==> config.mk <==
export PLATFORM = sky130hd
export DESIGN_NAME = pc_gen
export DESIGN_NICKNAME = d
export VERILOG_FILES = /design/src/rtl/pc_pkg.sv /design/src/rtl/pc_gen_ras_stack.sv /design/src/rtl/pc_gen.sv
export SDC_FILE = /design/constraint.sdc
export NUM_CORES = 1
export LEC_CHECK = 0
export BUFFER_PORTS_ARGS = -buffer_cell sky130_fd_sc_hd__buf_4
export CAP_MARGIN = 10
export CORE_MARGIN = 2
export CORE_UTILIZATION = 60
export DETAILED_ROUTE_END_ITERATION = 8
export PLACE_DENSITY = 0.86
export SLEW_MARGIN = 15
export SYNTH_ARGS = -nofsm -noshare
export SYNTH_HDL_FRONTEND = slang
export SYNTH_HIERARCHICAL = 1
export SYNTH_SLANG_ARGS = --single-unit
==> constraint.sdc <==
create_clock -name clk -period 13 [get_ports clk]
set_clock_uncertainty 0.05 [all_clocks]
set_input_delay 2.6 -clock clk [delete_from_list [all_inputs] [get_ports clk]]
set_output_delay 2.6 -clock clk [all_outputs]
set_load 0.02 [all_outputs]
==> src/rtl/pc_pkg.sv <==
// ============================================================================
// Module  : pc_pkg
// Brief   : Shared defaults, PC type and next-PC select encoding for pc_gen.
// Revision: 1.0
// ============================================================================
`default_nettype none

package pc_pkg;

    localparam int          XLEN_DEFAULT      = 32;
    localparam logic [31:0] RESET_VEC_DEFAULT = 32'h0000_0000;

    typedef logic [XLEN_DEFAULT-1:0] pc_t;

    typedef enum logic [2:0] {
        SEL_RESET    = 3'd0,
        SEL_TRAP     = 3'd1,
        SEL_REDIRECT = 3'd2,
        SEL_RAS      = 3'd3,
        SEL_HOLD     = 3'd4,
        SEL_SEQ      = 3'd5
    } pc_sel_e;

endpackage : pc_pkg

`default_nettype wire

==> src/rtl/pc_gen_ras_stack.sv <==
// ============================================================================
// Module  : ras_stack
// Brief   : Circular return-address stack with overwrite-on-full and
//           pop+push top replacement.
// Revision: 1.0
// ============================================================================
`default_nettype none

module ras_stack #(
    parameter int DEPTH = 4,
    parameter int WIDTH = 32
) (
    input  logic             clk,
    input  logic             rst,
    input  logic             push,
    input  logic             pop,
    input  logic [WIDTH-1:0] push_data,
    output logic [WIDTH-1:0] top_data,
    output logic             empty,
    output logic             full
);

    localparam int PW = $clog2(DEPTH);
    localparam int CW = PW + 1;

    logic [WIDTH-1:0] mem_q [DEPTH];
    logic [PW-1:0]    ptr_q, ptr_d, wr_idx;
    logic [CW-1:0]    cnt_q, cnt_d;
    logic             wr_en;

    assign empty    = (cnt_q == '0);
    assign full     = (cnt_q == CW'(DEPTH));
    assign top_data = mem_q[ptr_q];

    // ptr_q always addresses the current top; a push on a full stack simply
    // wraps onto the oldest entry while the count stays saturated.
    always_comb begin
        ptr_d  = ptr_q;
        cnt_d  = cnt_q;
        wr_en  = 1'b0;
        wr_idx = ptr_q;
        if (push && pop && !empty) begin
            wr_en = 1'b1;
        end else if (push) begin
            ptr_d  = ptr_q + PW'(1);
            wr_idx = ptr_d;
            wr_en  = 1'b1;
            if (!full) begin
                cnt_d = cnt_q + CW'(1);
            end
        end else if (pop && !empty) begin
            ptr_d = ptr_q - PW'(1);
            cnt_d = cnt_q - CW'(1);
        end
    end

    always_ff @(posedge clk) begin
        if (rst) begin
            ptr_q <= '0;
            cnt_q <= '0;
        end else begin
            ptr_q <= ptr_d;
            cnt_q <= cnt_d;
        end
    end

    always_ff @(posedge clk) begin
        if (wr_en && !rst) begin
            mem_q[wr_idx] <= push_data;
        end
    end

endmodule : ras_stack

`default_nettype wire

==> src/rtl/pc_gen.sv <==
// ============================================================================
// Module  : pc_gen
// Brief   : Fetch-stage PC generator: trap > redirect > RAS return > hold >
//           sequential, with a built-in return-address stack.
// Revision: 1.0
// ============================================================================
`default_nettype none

module pc_gen
    import pc_pkg::*;
#(
    parameter int              XLEN      = XLEN_DEFAULT,
    parameter logic [XLEN-1:0] RESET_VEC = XLEN'(RESET_VEC_DEFAULT),
    parameter int              RAS_DEPTH = 4
) (
    input  logic            clk,
    input  logic            rst,
    input  logic            stall_f,
    input  logic            trap_valid,
    input  logic [XLEN-1:0] trap_vec,
    input  logic            redirect_e,
    input  logic [XLEN-1:0] target_e,
    input  logic            call_d,
    input  logic            ret_d,
    input  logic [XLEN-1:0] pc_d,
    output logic [XLEN-1:0] pc,
    output logic [XLEN-1:0] pc_plus4,
    output logic            misalign_f,
    output logic            ras_underflow
);

    logic [XLEN-1:0] fetch_pc_q, fetch_pc_d;
    logic [XLEN-1:0] ras_top, target;
    logic            misalign_q, misalign_d;
    logic            underflow_q, underflow_d;
    logic            flush, eff_call, eff_ret, ras_empty;
    pc_sel_e         sel;

    // A stalled or flushed decode slot must never disturb the RAS.
    assign flush    = trap_valid | redirect_e;
    assign eff_call = call_d & ~stall_f & ~flush;
    assign eff_ret  = ret_d  & ~stall_f & ~flush;

    ras_stack #(
        .DEPTH (RAS_DEPTH),
        .WIDTH (XLEN)
    ) u_ras (
        .clk       (clk),
        .rst       (rst),
        .push      (eff_call),
        .pop       (eff_ret),
        .push_data (pc_d + XLEN'(4)),
        .top_data  (ras_top),
        .empty     (ras_empty),
        .full      ()
    );

    assign pc_plus4 = fetch_pc_q + XLEN'(4);

    always_comb begin
        sel = SEL_SEQ;
        if (rst)                          sel = SEL_RESET;
        else if (trap_valid)              sel = SEL_TRAP;
        else if (redirect_e)              sel = SEL_REDIRECT;
        else if (eff_ret && !ras_empty)   sel = SEL_RAS;
        else if (stall_f)                 sel = SEL_HOLD;
    end

    always_comb begin
        target      = '0;
        fetch_pc_d  = pc_plus4;
        misalign_d  = 1'b0;
        underflow_d = eff_ret & ras_empty & ~eff_call;
        case (sel)
            SEL_TRAP:     target = trap_vec;
            SEL_REDIRECT: target = target_e;
            SEL_RAS:      target = ras_top;
            default:      target = '0;
        endcase
        case (sel)
            SEL_RESET: fetch_pc_d = RESET_VEC;
            SEL_TRAP, SEL_REDIRECT, SEL_RAS: begin
                fetch_pc_d = {target[XLEN-1:2], 2'b00};
                misalign_d = |target[1:0];
            end
            SEL_HOLD:  fetch_pc_d = fetch_pc_q;
            default:   fetch_pc_d = pc_plus4;
        endcase
    end

    always_ff @(posedge clk) begin
        if (rst) begin
            fetch_pc_q  <= RESET_VEC;
            misalign_q  <= 1'b0;
            underflow_q <= 1'b0;
        end else begin
            fetch_pc_q  <= fetch_pc_d;
            misalign_q  <= misalign_d;
            underflow_q <= underflow_d;
        end
    end

    assign pc            = fetch_pc_q;
    assign misalign_f    = misalign_q;
    assign ras_underflow = underflow_q;

endmodule : pc_gen

`default_nettype wire
==> impl_metrics.py, run 1 <==
metrics = {
    "status": {
        "status": "finished, final reports clean",
    },
    "clock_network": {
        "cts_num_sinks": 167,
        "ctsLongestPathBuffers": 2,
        "cts_buffers": 17,
        "cts_root_buf": "clkbuf_16",
        "post-cts-setup-buffer-count": 0,
        "tritoncts": "yes",
        "clk_pin_slew_ns": 0.07,
        "cts_max_level": 4,
        "insertion_delay_ns": 0.42,
        "cts_resized": 0,
        "cts_hold_buf": 0,
    },
    "cells_and_area": {
        "syn2layout_area_growth_pct": 23.3,
        "drive_above_1_share": 0.293,
        "num-nets-final": 959,
        "fill_cells": 947,
        "insertedDiodeCount": 0,
        "fin_cells": 1044,
    },
    "setup_path": {
        "crit-reg2reg-launch": "u_ras/cnt_q[0]",
        "crit_path_max_incr_delay_ns": 0.86,
        "r2r_cells": 6,
        "path_max_fanout": 29,
        "crit_path_top_delay_cell": "nor3b_1",
        "critPathRequiredTime_ns": 13.05,
        "crit_start": "redirect_e",
        "r2r_slack_ns": 10.01,
        "end_kind": "flip-flop",
        "cp-start-kind": "input pin",
        "cp.arrival_ns": 5.61,
        "crit_type": "in -> reg",
        "crit_chain": "buf_4 > or2_2 > nor3b_1 > o31ai_4 > o21ai_2 > buf_4",
        "r2r_end": "pc[23]",
        "path_common_cell": "buf_4",
    },
    "global_routing": {
        "antenna_found_initial": 0,
        "grt_max_degree": 59,
        "grt_pass1_vias": 6202,
        "grt_pass1_wl_microns": 33900,
        "grt-ovfl-total": 0,
        "grt_usage": 0.303,
    },
    "drt": {
        "wl_met3_microns": 2150,
        "detail-route-antenna-nets": 0,
        "top_layer": "met4",
        "drt-pass1-iter-count": 6,
        "wl_per_cell_microns": 21.4,
        "drt-vias-per-instance": 6.39,
        "wl_met1_microns": 8470,
        "route.met2.wl_microns": 11300,
        "drt_iter0_drc": 861,
        "wl_microns": 22300,
        "num_vias": 6673,
        "drc": 0,
    },
    "hold_path": {
        "whs_endpoint": "pc[3]",
        "min_from": "pc[3]",
        "hp-class": "reg -> reg",
        "hold_depth": 2,
    },
    "synth": {
        "yosysWarnings": 6,
        "synthesis.area_sq_um": 8420,
        "syn_inst": 699,
        "avgSynthCellArea_sq_um": 12.0,
    },
    "sta": {
        "fin_crit_sh": 0.427,
        "maxSlewViolCount": 0,
        "timing.fmax_mhz": 180,
        "grt_setup_unrepaired": "false",
        "setup_viol": 0,
        "worst_pin_slew_ns": 1.07,
        "slew_headroom": 0.282,
        "fin_setup_tns_ns": 0,
        "whs_ns": 0.502,
        "finalHoldViolCount": 0,
        "finalCriticalPeriod_ns": 5.56,
    },
    "power_and_ir_drop": {
        "p_sw_mw": 0.298,
        "p_sw_frac": 0.238,
        "p_clk_frac": 0.409,
        "power_mw": 1.25,
        "leakage_nw": 3.77,
        "combPwrFrac": 0.115,
        "internal_power_mw": 0.954,
        "seqPwrFrac": 0.476,
        "vdd_ir_drop_max_mv": 0.0895,
        "powerDensity_nw_per_um2": 121,
    },
    "die": {
        "core_sq_um": 13800,
        "dieArea_sq_um": 15000,
        "die_h_microns": 122,
        "rows": 43,
        "io_pins": 169,
        "die_width_microns": 122,
        "start_util": 0.611,
    },
    "placement": {
        "io_buffers": 164,
        "hpwl_microns": 16000,
        "gp_congestion": 0.907,
        "dp_cells": 1012,
    },
    "job": {
        "drv_cap": 0,
    },
}
## sequential cells by signal (all words and copies together) (netlist names), named ones only
register / cells
u_ras/ptr_q: 2
u_ras/mem_q: 128
pc: 30
misalign_f: 1
ras_underflow: 1
u_ras/cnt_q: 3
## cells in the final DEF (no fill, tap or decap), drive strengths merged, types with 4 or more instances in the layout
cell and n:
o22a 6, edfxtp 128, dfxtp 39, nor3 21, and4 8, nand2b 6, conb 4, a221oi 9
and3 10, nor3b 6, clkbuf 19, a21oi 28, inv 26, buf 172, xor2 14, nor4 8
nand3 16, xnor2 44, ha 4, mux4 32, nand4 20, a211oi 10, nand2 63, o21ai 30
nor2 37, a31oi 12, nor2b 9, or4 4, and2 19, a222oi 8
## worst max-delay path: cells and delay by family
family / cells / cell delay [ns]
AO/OA/AOI/OAI: 2 / 1.12
buffers and inverters: 2 / 0.61
AND/OR/NAND/NOR: 2 / 1.24
## routing by layer
metal	global-route usage	up-vias
met5	0	-
met4	0.101	0
met3	0.0586	39
met2	0.502	423
met1	0.405	3230
li1	-	2981
## area by class of cell
class	instances	area (sq um)	share of cell area
flip-flops and latches	167	4630	0.446
multi-input cells	471	3550	0.342
repair buffers	172	1290	0.124
clock buffers	19	433	0.0417
well taps	180	225	0.0217
clock inverters	13	169	0.0163
inverters	22	82.6	0.00796
## power by group through the flow
stage | logic [mW] | registers [mW] | clock network, mW
after floorplan | 0.0694 | 0.611 | 0
after global placement | 0.137 | 0.606 | 0
after detailed placement | 0.141 | 0.607 | 0
after CTS | 0.143 | 0.595 | 0.515
after global routing | 0.153 | 0.597 | 0.536
final | 0.144 | 0.596 | 0.512
## through the flow
stage | instance area, sq um | utilization | setup WS (ns)
after global routing | 10400 | 0.753 | 7.18
after global placement | 9780 | 0.710 | 7.19
final | 10400 | 0.753 | 7.44
after CTS | 10400 | 0.753 | 7.47
after floorplan | 8430 | - | 5.93
after detailed placement | 9780 | 0.710 | 6.98
## how the worst max path moves through the flow
| stage | endpoint | slack, ns | cells past startpoint |
|---|---|---|---|
| finish | u_ras/mem_q[1][24] | 7.44 | 6 |
| global route | pc_plus4[31] | 7.18 | 5 |
| CTS | u_ras/mem_q[1][24] | 7.47 | 6 |
| detailed placement | u_ras/mem_q[1][29] | 6.98 | 6 |
| global placement | u_ras/mem_q[1][28] | 7.19 | 6 |
| floorplan | u_ras/mem_q[1][0] | 5.93 | 8 |
No activity file was read; power rests on OpenSTA's default activity.
==> run 2, diff against run 1 <==
Settings changed: CORE_UTILIZATION 60 to 50, PLACE_DENSITY 0.86 to 0.76.
Clock period 13 ns to 4.9 ns, I/O delays scaled along.
==> impl_metrics.py, run 2 (same netlist as run 1, synthesis figures left out) <==
metrics = {
    "status": {
        "status": "finished, final reports clean",
    },
    "die": {
        "core_sq_um": 16500,
        "die_width_microns": 134,
        "dieArea_sq_um": 17900,
        "start_util": 0.509,
        "die_h_microns": 134,
        "rows": 47,
        "io_pins": 169,
    },
    "cells_and_area": {
        "drive_above_1_share": 0.293,
        "layout_common_cells": "177 x buf_4, 128 x edfxtp_1, 63 x nand2_1",
        "largest_register_ffs": 128,
        "insertedDiodeCount": 0,
        "fill_cells": 1290,
        "num-nets-final": 964,
        "layout_commonest_cell": "buf_4",
        "largest-register": "u_ras/mem_q",
        "syn2layout_area_growth_pct": 23.6,
    },
    "setup_path": {
        "critPathBufInv": 2,
        "cp_top_family": "simple AND/OR/NAND/NOR gates",
        "r2r_end": "pc[23]",
        "cp.arrival_ns": 2.82,
        "path_max_fanout": 9,
        "r2r_cells": 6,
        "crit-reg2reg-launch": "u_ras/cnt_q[0]",
        "critPathRequiredTime_ns": 3.87,
        "end_kind": "output port",
        "crit_chain": "ha_1 > inv_1 > nor4_2 > nand4_1 > xnor2_1 > buf_4",
        "crit_path_max_incr_delay_ns": 0.77,
        "crit_path_top_delay_cell": "nor4_2",
        "r2r_slack_ns": 2.04,
        "cp-start-kind": "flip-flop",
        "crit_type": "reg -> out",
    },
    "clock_network": {
        "clk_pin_slew_ns": 0.06,
        "tritoncts": "yes",
        "post-cts-setup-buffer-count": 0,
        "cts_buffers": 17,
        "cts_resized": 0,
        "cts_num_sinks": 167,
        "insertion_delay_ns": 0.43,
        "cts_root_buf": "clkbuf_16",
        "cts_max_level": 4,
        "ctsLongestPathBuffers": 2,
        "cts_hold_buf": 0,
    },
    "sta": {
        "fin_setup_tns_ns": 0,
        "grt_setup_unrepaired": "false",
        "finalHoldViolCount": 0,
        "setup_viol": 0,
        "finalCriticalPeriod_ns": 3.85,
        "whs_ns": 0.482,
        "maxSlewViolCount": 0,
        "timing.fmax_mhz": 260,
        "slew_headroom": 0.287,
        "fin_crit_sh": 0.786,
        "worst_pin_slew_ns": 1.07,
    },
    "placement": {
        "gp_congestion": 0.868,
        "io_buffers": 164,
        "hpwl_microns": 15700,
    },
    "global_routing": {
        "grt_pass1_wl_microns": 33200,
        "antenna_found_initial": 0,
        "grt_max_degree": 59,
        "grt_usage": 0.245,
        "grt_pass1_vias": 5980,
        "grt-ovfl-total": 0,
    },
    "drt": {
        "drt-pass1-iter-count": 8,
        "wl_met3_microns": 1720,
        "wl_microns": 21500,
        "wl_per_cell_microns": 19.7,
        "top_layer": "met4",
        "drt-vias-per-instance": 5.93,
        "drc": 0,
        "num_vias": 6458,
        "drt_iter0_drc": 736,
        "wl_met1_microns": 8770,
        "route.met2.wl_microns": 10500,
        "detail-route-antenna-nets": 0,
    },
    "job": {
        "drv_cap": 0,
    },
    "power_and_ir_drop": {
        "leakage_nw": 3.77,
        "powerDensity_nw_per_um2": 306,
        "vdd_ir_drop_max_mv": 0.311,
    },
    "hold_path": {
        "min_from": "pc[17]",
        "whs_endpoint": "pc[17]",
        "hp-class": "reg -> reg",
        "hold_depth": 2,
    },
}
run 2: changes by cell type in the layout (fill, tap and decap cells not counted), sizes merged:
| cell | previous run | this run |
|---|---|---|
| buf | 172 | 177 |
| clkinv | 3 | 7 |
| bufinv | 3 | 1 |
| inv | 26 | 24 |
run 2: per-layer routing:
metal | GRT usage | up-vias
li1 | - | 3013
met1 | 0.333 | 3111
met2 | 0.396 | 302
met3 | 0.0533 | 32
met4 | 0.0762 | 0
met5 | 0 | -
run 2: worst max path at each step:
stage	start	end	slack, ns	cells past startpoint
final	pc[2]	pc_plus4[30]	1.05	6
after global routing	pc[2]	pc_plus4[30]	0.79	6
after CTS	pc[2]	pc_plus4[30]	1.02	6
after detailed placement	stall_f	u_ras/mem_q[3][28]	1.02	8
after global placement	stall_f	u_ras/mem_q[3][28]	1.13	8
after floorplan	redirect_e	u_ras/mem_q[1][0]	0.31	8
run 2: layout make-up:
| cell class | count | area, sq um | area share |
|---|---|---|---|
| clock buffer | 19 | 433 | 0.0416 |
| clock inverter | 13 | 105 | 0.0101 |
| inverter | 22 | 82.6 | 0.00794 |
| multi-input combinational | 471 | 3550 | 0.341 |
| sequential | 167 | 4630 | 0.445 |
| tap | 220 | 275 | 0.0265 |
| timing repair buffer | 177 | 1330 | 0.128 |
run 2: per-stage QoR:
stage               power (mW)  cells  instance area (sq um)  worst slack (ns)   util
detailed placement        1.99   1057                   9860              1.02  0.597
floorplan                 1.81    702                   8430             0.310      -
global route              3.29   1089                  10400             0.793  0.629
CTS                       3.20   1089                  10400              1.02  0.629
finish                    3.19   1089                  10400              1.05  0.629
global placement          1.98   1057                   9860              1.13  0.597
run 2: tightest hold or removal path, stage by stage, from the launching register on:
cell and delay, ns:
dfxtp_1 0.33, inv_1 0.09, a211oi_1 0.07
run 2: where the power goes:
group | internal (mW) | total [mW] | switching (mW) | leakage (nW)
logic | 0.176 | 0.376 | 0.200 | 2.04
registers | 1.55 | 1.58 | 0.0354 | 1.47
clock network | 0.693 | 1.23 | 0.534 | 0.256
total | 2.42 | 3.19 | 0.770 | 3.77
==> run 3, diff against run 2 <==
Clock period 4.9 ns to 3.45 ns, I/O delays scaled along.
==> impl_metrics.py, run 3 (same netlist as run 1, synthesis figures left out) <==
metrics = {
    "status": {
        "status": "finished, final reports clean",
    },
    "drt": {
        "num_vias": 6469,
        "wl_microns": 21700,
        "detail-route-antenna-nets": 0,
        "drt-pass1-iter-count": 5,
        "drc": 0,
        "wl_per_cell_microns": 19.7,
        "drt_iter0_drc": 722,
        "drt-vias-per-instance": 5.88,
    },
    "cells_and_area": {
        "drive_above_1_share": 0.310,
        "fin_cells": 1101,
        "syn2layout_area_growth_pct": 25.9,
        "utilization": 0.641,
        "largest_register_ffs": 128,
        "final_area_sq_um": 10600,
        "num-nets-final": 975,
        "fill_cells": 1250,
        "largest-register": "u_ras/mem_q",
        "layout_commonest_cell": "buf_4",
        "layout_common_cells": "184 x buf_4, 128 x edfxtp_1, 63 x nand2_1",
    },
    "placement": {
        "hpwl_microns": 15800,
        "gp_congestion": 0.880,
        "io_buffers": 164,
        "placed_cell_area_sq_um": 10000,
        "dp_cells": 1068,
    },
    "power_and_ir_drop": {
        "power_mw": 4.67,
        "powerDensity_nw_per_um2": 440,
        "vdd_ir_drop_max_mv": 0.392,
        "leakage_nw": 3.89,
    },
    "sta": {
        "fin_crit_sh": 0.964,
        "worst_pin_slew_ns": 1.05,
        "setup_viol": 0,
        "timing.fmax_mhz": 301,
        "finalHoldViolCount": 0,
        "fin_setup_tns_ns": 0,
        "maxSlewViolCount": 0,
        "slew_headroom": 0.300,
        "finalCriticalPeriod_ns": 3.33,
        "grt_setup_unrepaired": "false",
    },
    "hold_path": {
        "whs_endpoint": "u_ras/mem_q[1][0]",
        "hp-class": "in -> reg",
        "hold_depth": 1,
        "min_from": "pc_d[0]",
    },
    "setup_path": {
        "r2r_slack_ns": 0.79,
        "crit_type": "reg -> out",
        "cp.arrival_ns": 2.59,
        "end_kind": "output port",
        "crit-reg2reg-launch": "u_ras/cnt_q[0]",
        "critPathRequiredTime_ns": 2.71,
        "r2r_cells": 7,
        "cp-start-kind": "flip-flop",
        "r2r_end": "pc[17]",
        "path_max_fanout": 6,
    },
    "clock_network": {
        "clk_pin_slew_ns": 0.06,
        "cts_max_level": 4,
        "tritoncts": "yes",
        "cts_root_buf": "clkbuf_16",
        "cts_buffers": 17,
        "ctsLongestPathBuffers": 2,
        "cts_resized": 0,
        "post-cts-setup-buffer-count": 0,
        "insertion_delay_ns": 0.43,
        "cts_hold_buf": 0,
        "cts_num_sinks": 167,
    },
    "global_routing": {
        "grt_max_degree": 39,
        "antenna_found_initial": 1,
        "grt-ovfl-total": 0,
        "grt_pass1_wl_microns": 33400,
        "grt_pass1_vias": 6270,
        "grt_usage": 0.246,
    },
    "die": {
        "dieArea_sq_um": 17900,
        "start_util": 0.509,
        "rows": 47,
        "io_pins": 169,
        "die_h_microns": 134,
        "die_width_microns": 134,
        "core_sq_um": 16500,
    },
    "job": {
        "drv_cap": 0,
    },
}
run 3: changes by cell type in the layout (fill, tap and decap cells not counted), moves of 2 or more:
cell	change
buf_4	+7
clkinv_1	-3
buf_12	+4
clkinv_4	+2
a32o_2	+2
a32o_1	-2
run 3: layout make-up:
class                           count  area [sq um]  area share
Sequential cell                   167          4630       0.436
Multi-Input combinational cell    471          3560       0.336
Clock inverter                     13           145      0.0137
Timing Repair Buffer              188          1460       0.138
Inverter                           22          82.6     0.00779
Tap cell                          220           275      0.0260
Antenna cell                        1          2.50    0.000236
Clock buffer                       19           443      0.0418
run 3: metrics by stage:
step	hold WS (ns)	setup slack, ns
detailed placement	0.486	0.200
floorplan	0.516	-0.254
finish	0.429	0.123
global placement	0.469	0.281
global route	0.426	0.0310
CTS	0.422	0.0205
run 3: where the power goes:
part | total, mW | switching, mW | internal, mW | leakage, nW
sequential | 2.25 | 0.0489 | 2.20 | 1.47
clock | 1.88 | 0.784 | 1.09 | 0.280
combinational | 0.543 | 0.288 | 0.255 | 2.13
total | 4.67 | 1.12 | 3.54 | 3.89
run 3: worst max-delay path by stage:
stage | startpoint | endpoint | depth (start not counted)
2_1_floorplan | redirect_e | u_ras/mem_q[1][0] | 8
3_3_place_gp | stall_f | u_ras/mem_q[0][26] | 9
3_5_place_dp | stall_f | u_ras/mem_q[0][27] | 9
4_1_cts | pc[2] | pc_plus4[24] | 6
5_1_grt | pc[2] | pc_plus4[24] | 6
6_report | pc[2] | pc_plus4[24] | 6
run 3: critical path, stage by stage (launching register included):
cell     delay [ns]
dfxtp_1        0.43
ha_2           0.30
inv_1          0.10
or4_1          0.61
or3_1          0.39
xnor2_1        0.17
buf_4          0.16
run 3: metal layers:
layer	vias up	track usage	routed length (microns)	share of wire
met5	-	0	0	0
li1	3020	-	-	-
met2	306	0.402	10600	0.49
met3	45	0.0514	1750	0.081
met4	0	0.0934	570	0.026
met1	3098	0.325	8810	0.41
